$ cat config.mk
export PLATFORM = sky130hd
export DESIGN_NAME = rf_write_queue
export DESIGN_NICKNAME = d
export VERILOG_FILES = /design/src/rtl/rf_write_queue_pkg.sv /design/src/rtl/rf_fwd_sel.sv /design/src/rtl/rf_write_queue.sv
export SDC_FILE = /design/constraint.sdc
export NUM_CORES = 1
export LEC_CHECK = 0
export CAP_MARGIN = 20
export CORE_ASPECT_RATIO = 2
export CORE_MARGIN = 2
export CORE_UTILIZATION = 60
export DETAILED_ROUTE_END_ITERATION = 8
export MAX_ROUTING_LAYER = met4
export PLACE_DENSITY = 0.89
export SYNTH_ARGS = -nofsm -noshare
export SYNTH_HDL_FRONTEND = slang
export SYNTH_SLANG_ARGS = --single-unit
export TNS_END_PERCENT = 100
$ cat constraint.sdc
create_clock -name cp -period 12.9 [get_ports cp]
set_input_delay 1.29 -clock cp [delete_from_list [all_inputs] [get_ports cp]]
set_output_delay 1.29 -clock cp [all_outputs]
set_load 0.02 [all_outputs]
$ cat src/rtl/rf_write_queue_pkg.sv
// Shared defaults and queue-entry layout for the register-file write front end.
// An entry is packed as {valid, id[M-1:0], data[W-1:0]}, valid in the MSB.
package rf_write_queue_pkg;

    localparam int M_DEF     = 5;
    localparam int W_DEF     = 32;
    localparam int DEPTH_DEF = 4;
    localparam int ZERO_REG  = 0;

    function automatic int entry_width(input int m, input int w);
        return 1 + m + w;
    endfunction

endpackage

$ cat src/rtl/rf_fwd_sel.sv
// Forwarding select for one decode read port: the youngest live queued write wins,
// then the staged write, then the register-file array.
module rf_fwd_sel
    import rf_write_queue_pkg::*;
#(
    parameter int M     = M_DEF,
    parameter int W     = W_DEF,
    parameter int DEPTH = DEPTH_DEF,
    parameter int AW    = $clog2(DEPTH)
) (
    input  logic [DEPTH-1:0]         q_valid,
    input  logic [DEPTH-1:0][M-1:0]  q_id,
    input  logic [DEPTH-1:0][W-1:0]  q_data,
    input  logic [AW-1:0]            head,
    input  logic [AW-1:0]            tail,
    input  logic                     s_w,
    input  logic [M-1:0]             s_id,
    input  logic [W-1:0]             s_data,
    input  logic [M-1:0]             r_id,
    input  logic [W-1:0]             rf_data,
    output logic [W-1:0]             fwd_data
);

    logic [AW-1:0] slot;
    logic          found;
    logic          done;

    // Walk from the newest slot (tail-1) back toward head; the first hit is the youngest.
    always_comb begin
        fwd_data = rf_data;
        slot     = tail;
        found    = 1'b0;
        done     = 1'b0;
        if (r_id != M'(ZERO_REG)) begin
            for (int j = 0; j < DEPTH; j++) begin
                slot = slot - 1'b1;
                if (!done && !found && q_valid[slot] && (q_id[slot] == r_id)) begin
                    found    = 1'b1;
                    fwd_data = q_data[slot];
                end
                if (slot == head) begin
                    done = 1'b1;
                end
            end
            if (!found && s_w && (s_id == r_id)) begin
                fwd_data = s_data;
            end
        end
    end

endmodule

$ cat src/rtl/rf_write_queue.sv
// Write-side front end of the 2R/1W register file: merges the in-order writeback (A)
// with a buffered multi-cycle writeback (B) and forwards pending writes to decode.
module rf_write_queue
    import rf_write_queue_pkg::*;
#(
    parameter int M     = M_DEF,
    parameter int W     = W_DEF,
    parameter int DEPTH = DEPTH_DEF,
    parameter int AW    = $clog2(DEPTH)
) (
    input  logic          cp,
    input  logic          rst_n,
    input  logic          a_we,
    input  logic [M-1:0]  a_id,
    input  logic [W-1:0]  a_data,
    input  logic          b_valid,
    input  logic [M-1:0]  b_id,
    input  logic [W-1:0]  b_data,
    output logic          b_ready,
    output logic          w,
    output logic [M-1:0]  w_id,
    output logic [W-1:0]  w_data,
    input  logic [M-1:0]  r_id1,
    input  logic [M-1:0]  r_id2,
    input  logic [W-1:0]  rf_data1,
    input  logic [W-1:0]  rf_data2,
    output logic [W-1:0]  fwd_data1,
    output logic [W-1:0]  fwd_data2,
    output logic [AW:0]   count,
    output logic          empty
);

    localparam int          EW       = entry_width(M, W);
    localparam logic [AW:0] FULL_CNT = (AW + 1)'(DEPTH);

    logic [EW-1:0]           q_mem [DEPTH];
    logic [DEPTH-1:0]        q_valid;
    logic [DEPTH-1:0][M-1:0] q_id;
    logic [DEPTH-1:0][W-1:0] q_data;
    logic [AW-1:0]           head;
    logic [AW-1:0]           tail;
    logic [AW:0]             cnt;

    logic                    s_w;
    logic [M-1:0]            s_id;
    logic [W-1:0]            s_data;

    logic                    a_hit;
    logic                    b_acc;
    logic                    push;
    logic                    pop;

    always_comb begin
        for (int i = 0; i < DEPTH; i++) begin
            q_valid[i] = q_mem[i][EW-1];
            q_id[i]    = q_mem[i][W +: M];
            q_data[i]  = q_mem[i][W-1:0];
        end
    end

    // b_ready depends only on registered occupancy, so a full queue refuses B even on a pop cycle.
    assign b_ready = (cnt < FULL_CNT);
    assign a_hit   = a_we && (a_id != M'(ZERO_REG));
    assign b_acc   = b_valid && b_ready;
    assign push    = b_acc && (b_id != M'(ZERO_REG)) && !(a_hit && (b_id == a_id));
    assign pop     = !a_hit && (cnt != '0);

    always_ff @(posedge cp or negedge rst_n) begin
        if (!rst_n) begin
            head   <= '0;
            tail   <= '0;
            cnt    <= '0;
            s_w    <= 1'b0;
            s_id   <= '0;
            s_data <= '0;
            for (int i = 0; i < DEPTH; i++) begin
                q_mem[i] <= '0;
            end
        end else begin
            // A is younger than anything queued, so older writes to its id are squashed.
            for (int i = 0; i < DEPTH; i++) begin
                if (a_hit && (q_id[i] == a_id)) begin
                    q_mem[i][EW-1] <= 1'b0;
                end
            end
            if (pop) begin
                q_mem[head][EW-1] <= 1'b0;
                head              <= head + 1'b1;
            end
            if (push) begin
                q_mem[tail] <= {1'b1, b_id, b_data};
                tail        <= tail + 1'b1;
            end
            if (push && !pop) begin
                cnt <= cnt + 1'b1;
            end else if (!push && pop) begin
                cnt <= cnt - 1'b1;
            end

            if (a_hit) begin
                s_w    <= 1'b1;
                s_id   <= a_id;
                s_data <= a_data;
            end else if (pop) begin
                s_w    <= q_valid[head];
                s_id   <= q_id[head];
                s_data <= q_data[head];
            end else begin
                s_w    <= 1'b0;
            end
        end
    end

    assign w      = s_w;
    assign w_id   = s_id;
    assign w_data = s_data;
    assign count  = cnt;
    assign empty  = (cnt == '0);

    rf_fwd_sel #(.M(M), .W(W), .DEPTH(DEPTH), .AW(AW)) u_fwd1 (
        .q_valid  (q_valid),
        .q_id     (q_id),
        .q_data   (q_data),
        .head     (head),
        .tail     (tail),
        .s_w      (s_w),
        .s_id     (s_id),
        .s_data   (s_data),
        .r_id     (r_id1),
        .rf_data  (rf_data1),
        .fwd_data (fwd_data1)
    );

    rf_fwd_sel #(.M(M), .W(W), .DEPTH(DEPTH), .AW(AW)) u_fwd2 (
        .q_valid  (q_valid),
        .q_id     (q_id),
        .q_data   (q_data),
        .head     (head),
        .tail     (tail),
        .s_w      (s_w),
        .s_id     (s_id),
        .s_data   (s_data),
        .r_id     (r_id2),
        .rf_data  (rf_data2),
        .fwd_data (fwd_data2)
    );

endmodule

==> impl_metrics.csv, run 1 <==
group,metric,value,unit
job,drv_cap,0,
layout,final_net_count,2055,
placed_design,dp_hpwl,38800,um
sta,fin_crit_sh,67.3,%
placed_design,placed_cells,2220,
cts,cts_tree,"yes",
power,clock_power_share,9.3,%
synth,synth-edff-count,0,
critical_path,cp.arrival,7390,ps
global_routing,grt_pass1_wl,89900,um
floorplan,die_w,121,um
critical_path,crit_fanout,86,
sta,rsz0062_at_grt,"no",
critical_path,path_class,"flip-flop to output port",
cts,clk_path_buf_depth,2,
sta,fin_crit,8680,ps
layout,layout-drive-gt1-share,17.1,%
route,vias_per_cell,7.25,
sta,fin_setup_tns,0,ps
cts,cts_buffers,17,
global_routing,grt_use_total,42.3,%
power,power.share.switching,48.5,%
synth,netlist_instances,1768,
global_routing,overflow,0,
critical_path,r2r-start,"tail[0]",
layout,n_fill_cell,1972,
status,outcome,"complete, no violations",
synth,synth.avg_cell_area,9.32,um^2
power,power.total,5.86,mW
sta,finalMaxSlewViolations,0,
floorplan,rows,85,
power,ir_worst_vdd,0.000374,V
global_routing,grt_start_max_net_pins,174,
floorplan,dieArea,28900,um^2
synth,synth.distinct_cells,53,
floorplan,pin_count,259,
floorplan,die_h,238,um
cts,clock_sinks,197,
sta,finClkSkew,7.16,ps
placed_design,routabilityCongestion,1.04,
critical_path,cp_data_required_time,11610,ps
cts,htree_num_levels,4,
power,switchingPower,2.84,mW
sta,maxClockFrequency,115,MHz
cts,clkTransAtPathRegs,80,ps
route,routedWlPerCell,26.2,um
route,drtAntennaViolNets,0,
floorplan,core_area,27000,um^2
synth,async_flop_share,100,%
route,drt_iter0_drc,1969,
route,drc,0,
synth,ys.flop_type,"dfrtp_1",
critical_path,startpoint_type,"flip-flop",
worst_hold_path,hp-start,"q_data[64]",
placed_design,post-place-ws,5020,ps
synth,yosysSeqAreaShare,29.9,%
power,p_leak,7.82,nW
global_routing,antenna_found_initial,4,
route,vias,16400,
power,internal_power,3.02,mW
placed_design,numPortBuffers,258,
synth,synth_area,16500,um^2
power,pwr-share-comb,66.2,%
layout,layoutNonFillerInstCount,2258,
cts,clock_latency,470,ps
layout,syn2layout_area_growth,19.2,%
route,first_pass_iters,8,
sta,finalHoldViolCount,0,
cts,cts_hold_buf,0,
critical_path,end_kind,"output port",
critical_path,critPathLaunch,"tail[0]",
synth,ys_ff_latch,197,
critical_path,reg2reg_slack,8900,ps
sta,setup_slack,4220,ps
worst_hold_path,hp-class,"flip-flop to flip-flop",
sta,worst_pin_slew,1040,ps
floorplan,start_util,61.0,%
cts,root_buffer,"clkbuf_16",
power,pwr-share-seq,24.5,%
cts,cts_resized,0,
power,p_per_area,298,nW/um^2
synth,yosys_warnings,0,
sta,setup_viol,0,
cts,postCtsSetupBuffers,0,
sta,relSlewSlack,30.6,%
route,routed_wl,59100,um
synth,synth_fp_nets,1930,
global_routing,grt_pass1_vias,16400,
[worst paths after layout]
kind,endpoint,cells past startpoint
min in group asynchronous,w_data[2],1
min,q_data[64],1
max,fwd_data2[6],12
max reg2reg,q_data[74],6
max in group asynchronous,tail[0],2
min reg2reg,q_data[64],1
[worst max-delay path, cell delays in order (launching register included)]
cell             delay [ps]
dfrtp_4                1120
inv_4                   500
ha_4                    860
mux4_2                  440
xnor2_1                 150
nand4_1                 130
or3_2                   760
and2_1                  260
buf_4                   460
nand4_1                 620
buf_4                   480
o221ai_1                370
clkdlybuf4s50_1         680
[per-layer routing]
layer / track usage, % / vias to the layer above / share of wire (%)
met1: 44.1 / 7749 / 32
met4: 33.6 / 0 / 9.5
met5: - / - / 0
met3: 8.01 / 470 / 8.6
met2: 68.9 / 1263 / 50
li1: - / 6883 / -
[logic make-up after synthesis]
| logic type | Yosys count | synth area share [%] |
|---|---|---|
| DFF | 197 | 29.9 |
| muxes | 387 | 29.5 |
| adders and majority gates | 10 | 0.805 |
| and+or+nand+nor | 385 | 10.5 |
| xor gates and xnor gates | 85 | 4.52 |
| buffers and inverters | 190 | 4.97 |
| AOI/OAI and AO/OA | 514 | 19.8 |
[cell type report]
| class | count | area [um^2] | share of cell area (%) |
|---|---|---|---|
| multi-input combinational | 1381 | 10800 | 55.0 |
| clock buffer | 18 | 439 | 2.24 |
| sequential | 197 | 4940 | 25.1 |
| tap | 348 | 435 | 2.22 |
| antenna | 4 | 10.0 | 0.0510 |
| timing repair buffer | 285 | 2830 | 14.4 |
| clock inverter | 14 | 143 | 0.726 |
| inverter | 11 | 43.8 | 0.223 |
[cell usage in the layout (no fill, tap or decap), types with 6 or more instances in the layout]
| cell | count |
|---|---|
| nor2b_1 | 32 |
| a21oi_1 | 174 |
| buf_4 | 24 |
| ha_1 | 8 |
| o2bb2ai_1 | 6 |
| dfrtp_1 | 194 |
| o21ai_1 | 45 |
| inv_1 | 10 |
| o221ai_1 | 62 |
| clkbuf_16 | 17 |
| a221o_1 | 25 |
| and3_1 | 32 |
| nor3_1 | 7 |
| nor2_1 | 122 |
| mux2_2 | 184 |
| clkdlybuf4s50_1 | 257 |
| nand3_1 | 6 |
| o21ai_0 | 85 |
| xnor2_1 | 53 |
| mux4_2 | 56 |
| mux2i_1 | 144 |
| xor2_1 | 32 |
| nand2b_1 | 7 |
| nand4_1 | 6 |
| nand2_1 | 142 |
| nor4_1 | 6 |
| a211oi_1 | 96 |
[metrics by stage]
step / cell area [um^2] / util (%) / hold WS, ps
floorplan: 16500 / - / 496
global placement: 19000 / 70.4 / 518
detailed placement: 19000 / 70.4 / 535
CTS: 19600 / 72.5 / 553
global route: 19600 / 72.7 / 577
finish: 19600 / 72.7 / 563
[flip-flops by register name (all words and copies together) (netlist names)]
register,count
q_data,128
count,3
w,1
tail,2
q_id,20
w_data,32
w_id,5
head,2
q_mem,4
[power by group through the flow]
stage                     Sequential [mW]  Combinational [mW]  Clock [mW]
after floorplan                      1.26                2.82           0
after global placement               1.38                3.67           0
after detailed placement             1.41                3.77           0
after CTS                            1.41                3.80       0.547
after global routing                 1.47                4.13       0.577
final                                1.43                3.88       0.546
[Yosys cell counts, types with 25 or more instances]
cell type | number | area [um^2]
nor2_1 | 124 | 465
buf_2 | 27 | 135
o21ai_1 | 46 | 230
mux4_2 | 56 | 1260
xor2_1 | 32 | 280
and3_1 | 32 | 200
mux2i_1 | 144 | 1440
buf_1 | 27 | 101
nand2_1 | 146 | 548
dfrtp_1 | 197 | 4930
a21oi_1 | 174 | 871
mux2_2 | 184 | 2070
clkbuf_1 | 115 | 432
a211oi_1 | 96 | 721
o21ai_0 | 85 | 425
a221o_1 | 25 | 250
xnor2_1 | 53 | 464
nor2b_1 | 33 | 206
o221ai_1 | 62 | 543
Note: power is estimated with default switching activity, not from simulation.
==> run 2: changes to the inputs <==
--- a/config.mk
+++ b/config.mk
@@ -8,10 +8,10 @@
 export CAP_MARGIN = 20
 export CORE_ASPECT_RATIO = 2
 export CORE_MARGIN = 2
-export CORE_UTILIZATION = 60
+export CORE_UTILIZATION = 50
 export DETAILED_ROUTE_END_ITERATION = 8
 export MAX_ROUTING_LAYER = met4
-export PLACE_DENSITY = 0.89
+export PLACE_DENSITY = 0.79
 export SYNTH_ARGS = -nofsm -noshare
 export SYNTH_HDL_FRONTEND = slang
 export SYNTH_SLANG_ARGS = --single-unit
==> constraint.sdc (replaced) <==
create_clock -name cp -period 7.74 [get_ports cp]
set_input_delay 0.774 -clock cp [delete_from_list [all_inputs] [get_ports cp]]
set_output_delay 0.774 -clock cp [all_outputs]
set_load 0.02 [all_outputs]
==> impl_metrics.csv, run 2 (synthesized netlist as in run 1, its figures left out) <==
group,metric,value,unit
power,p_leak,7.86,nW
floorplan,pin_count,259,
layout,final_common_cell,"clkdlybuf4s50_1",
route,drtAntennaViolNets,0,
placed_design,routabilityCongestion,0.973,
sta,finalHoldViolCount,0,
route,routed_wl,60700,um
critical_path,cp_data_required_time,6970,ps
cts,clock_sinks,197,
placed_design,numPortBuffers,258,
route,vias_per_cell,6.78,
cts,cts_resized,0,
route,wl_met3,4390,um
cts,htree_num_levels,4,
global_routing,grt_pass1_vias,16200,
floorplan,start_util,50.4,%
cts,cts_tree,"yes",
critical_path,reg2reg_slack,4200,ps
route,first_pass_iters,7,
layout,largest_reg_flops,128,
layout,layout-drive-gt1-share,17.4,%
floorplan,rows,94,
route,met1_length,19900,um
sta,finalMaxSlewViolations,0,
sta,setup_slack,1070,ps
cts,cts_buffers,17,
cts,clock_latency,470,ps
cts,clkTransAtPathRegs,80,ps
route,drt_iter0_drc,1445,
layout,n_fill_cell,2840,
route,wl_met2,30800,um
sta,rsz0062_at_grt,"no",
route,drc,0,
critical_path,startpoint_type,"flip-flop",
floorplan,dieArea,34500,um^2
power,p_per_area,493,nW/um^2
global_routing,antenna_found_initial,5,
sta,maxClockFrequency,150,MHz
sta,setup_viol,0,
global_routing,grt_use_total,35.8,%
route,routedWlPerCell,25.8,um
global_routing,grt_start_max_net_pins,96,
cts,clk_path_buf_depth,2,
layout,layout_common_cells,"257 x clkdlybuf4s50_1, 194 x dfrtp_1, 184 x mux2_2, 174 x a21oi_1, 144 x mux2i_1",
sta,fin_crit,6670,ps
layout,final_net_count,2060,
power,ir_worst_vdd,0.000405,V
layout,multi_input_area,10800,um^2
critical_path,cp.arrival,5900,ps
sta,fin_crit_sh,86.2,%
placed_design,post-place-ws,1710,ps
global_routing,overflow,0,
layout,syn2layout_area_growth,20.3,%
cts,cts_hold_buf,0,
critical_path,path_class,"flip-flop to output port",
floorplan,core_area,32700,um^2
route,vias,15900,
sta,worst_pin_slew,1070,ps
global_routing,grt_pass1_wl,91600,um
status,outcome,"complete, no violations",
cts,root_buffer,"clkbuf_16",
critical_path,crit_fanout,82,
critical_path,end_kind,"output port",
cts,postCtsSetupBuffers,0,
layout,regArea,4940,um^2
floorplan,die_h,261,um
placed_design,dp_hpwl,41200,um
layout,fin_util,60.6,%
sta,fin_setup_tns,0,ps
floorplan,die_w,132,um
route,top_layer,"met4",
worst_hold_path,hp-class,"input pin to asynchronous set/reset pin",
job,drv_cap,0,
sta,finClkSkew,14.2,ps
sta,relSlewSlack,29.0,%
run 2: changes by cell type in the layout (fill, tap and decap cells not counted), moves of 2 or more:
cell | before | now
buf_4 | 24 | 29
buf_16 | 1 | 3
clkbuf_8 | 2 | 4
clkinv_4 | 1 | 3
diode_2 | 4 | 6
inv_8 | 3 | 1
nand2_1 | 142 | 140
nand2_2 | 4 | 6
run 2: worst paths after layout:
path                            start            end  cells past startpoint
setup / recovery              tail[0]  fwd_data1[22]                      9
hold / removal                  rst_n     q_data[35]                      1
setup reg to reg              tail[0]     q_data[44]                      6
hold reg to reg            q_data[67]     q_data[67]                      1
max in group asynchronous       rst_n        head[1]                      2
min in group cp            q_data[67]     q_data[67]                      1
run 2: layer usage:
metal	global-route usage (%)	up-vias
met5	-	-
met4	29.4	0
met2	60.8	951
met3	5.91	376
li1	-	6885
met1	36.0	7707
run 2: final cells by class:
| cell class | instances | area share [%] |
|---|---|---|
| multi-input cells | 1381 | 54.6 |
| clock buffers | 20 | 2.35 |
| diodes | 6 | 0.0757 |
| repair buffers | 290 | 14.6 |
| flip-flops and latches | 197 | 24.9 |
| well taps | 432 | 2.73 |
| clock inverters | 12 | 0.587 |
| inverters | 11 | 0.221 |
run 2: power breakdown:
group	internal, mW	switching [mW]
combinational	3.04	3.55
sequential	1.55	0.720
clock	0.474	0.429
run 2: per-stage QoR:
stage | power (mW) | instances | cell area (um^2) | hold WS [ps]
detailed placement | 8.71 | 2309 | 19200 | 533
finish | 9.77 | 2349 | 19800 | 245
global route | 10.3 | 2348 | 19800 | 265
global placement | 8.53 | 2308 | 19100 | 520
CTS | 9.64 | 2341 | 19800 | 257
floorplan | 6.80 | 1768 | 16500 | 478
run 2: worst max-delay path, cell delays in order, from the launching register on:
cell             delay (ps)
dfrtp_4                 430
buf_4                   740
mux4_1                  710
xor2_1                  270
or4_4                   200
nor2b_4                 830
and2_2                 1000
a211oi_1                110
o21ai_1                 400
clkdlybuf4s50_1         690
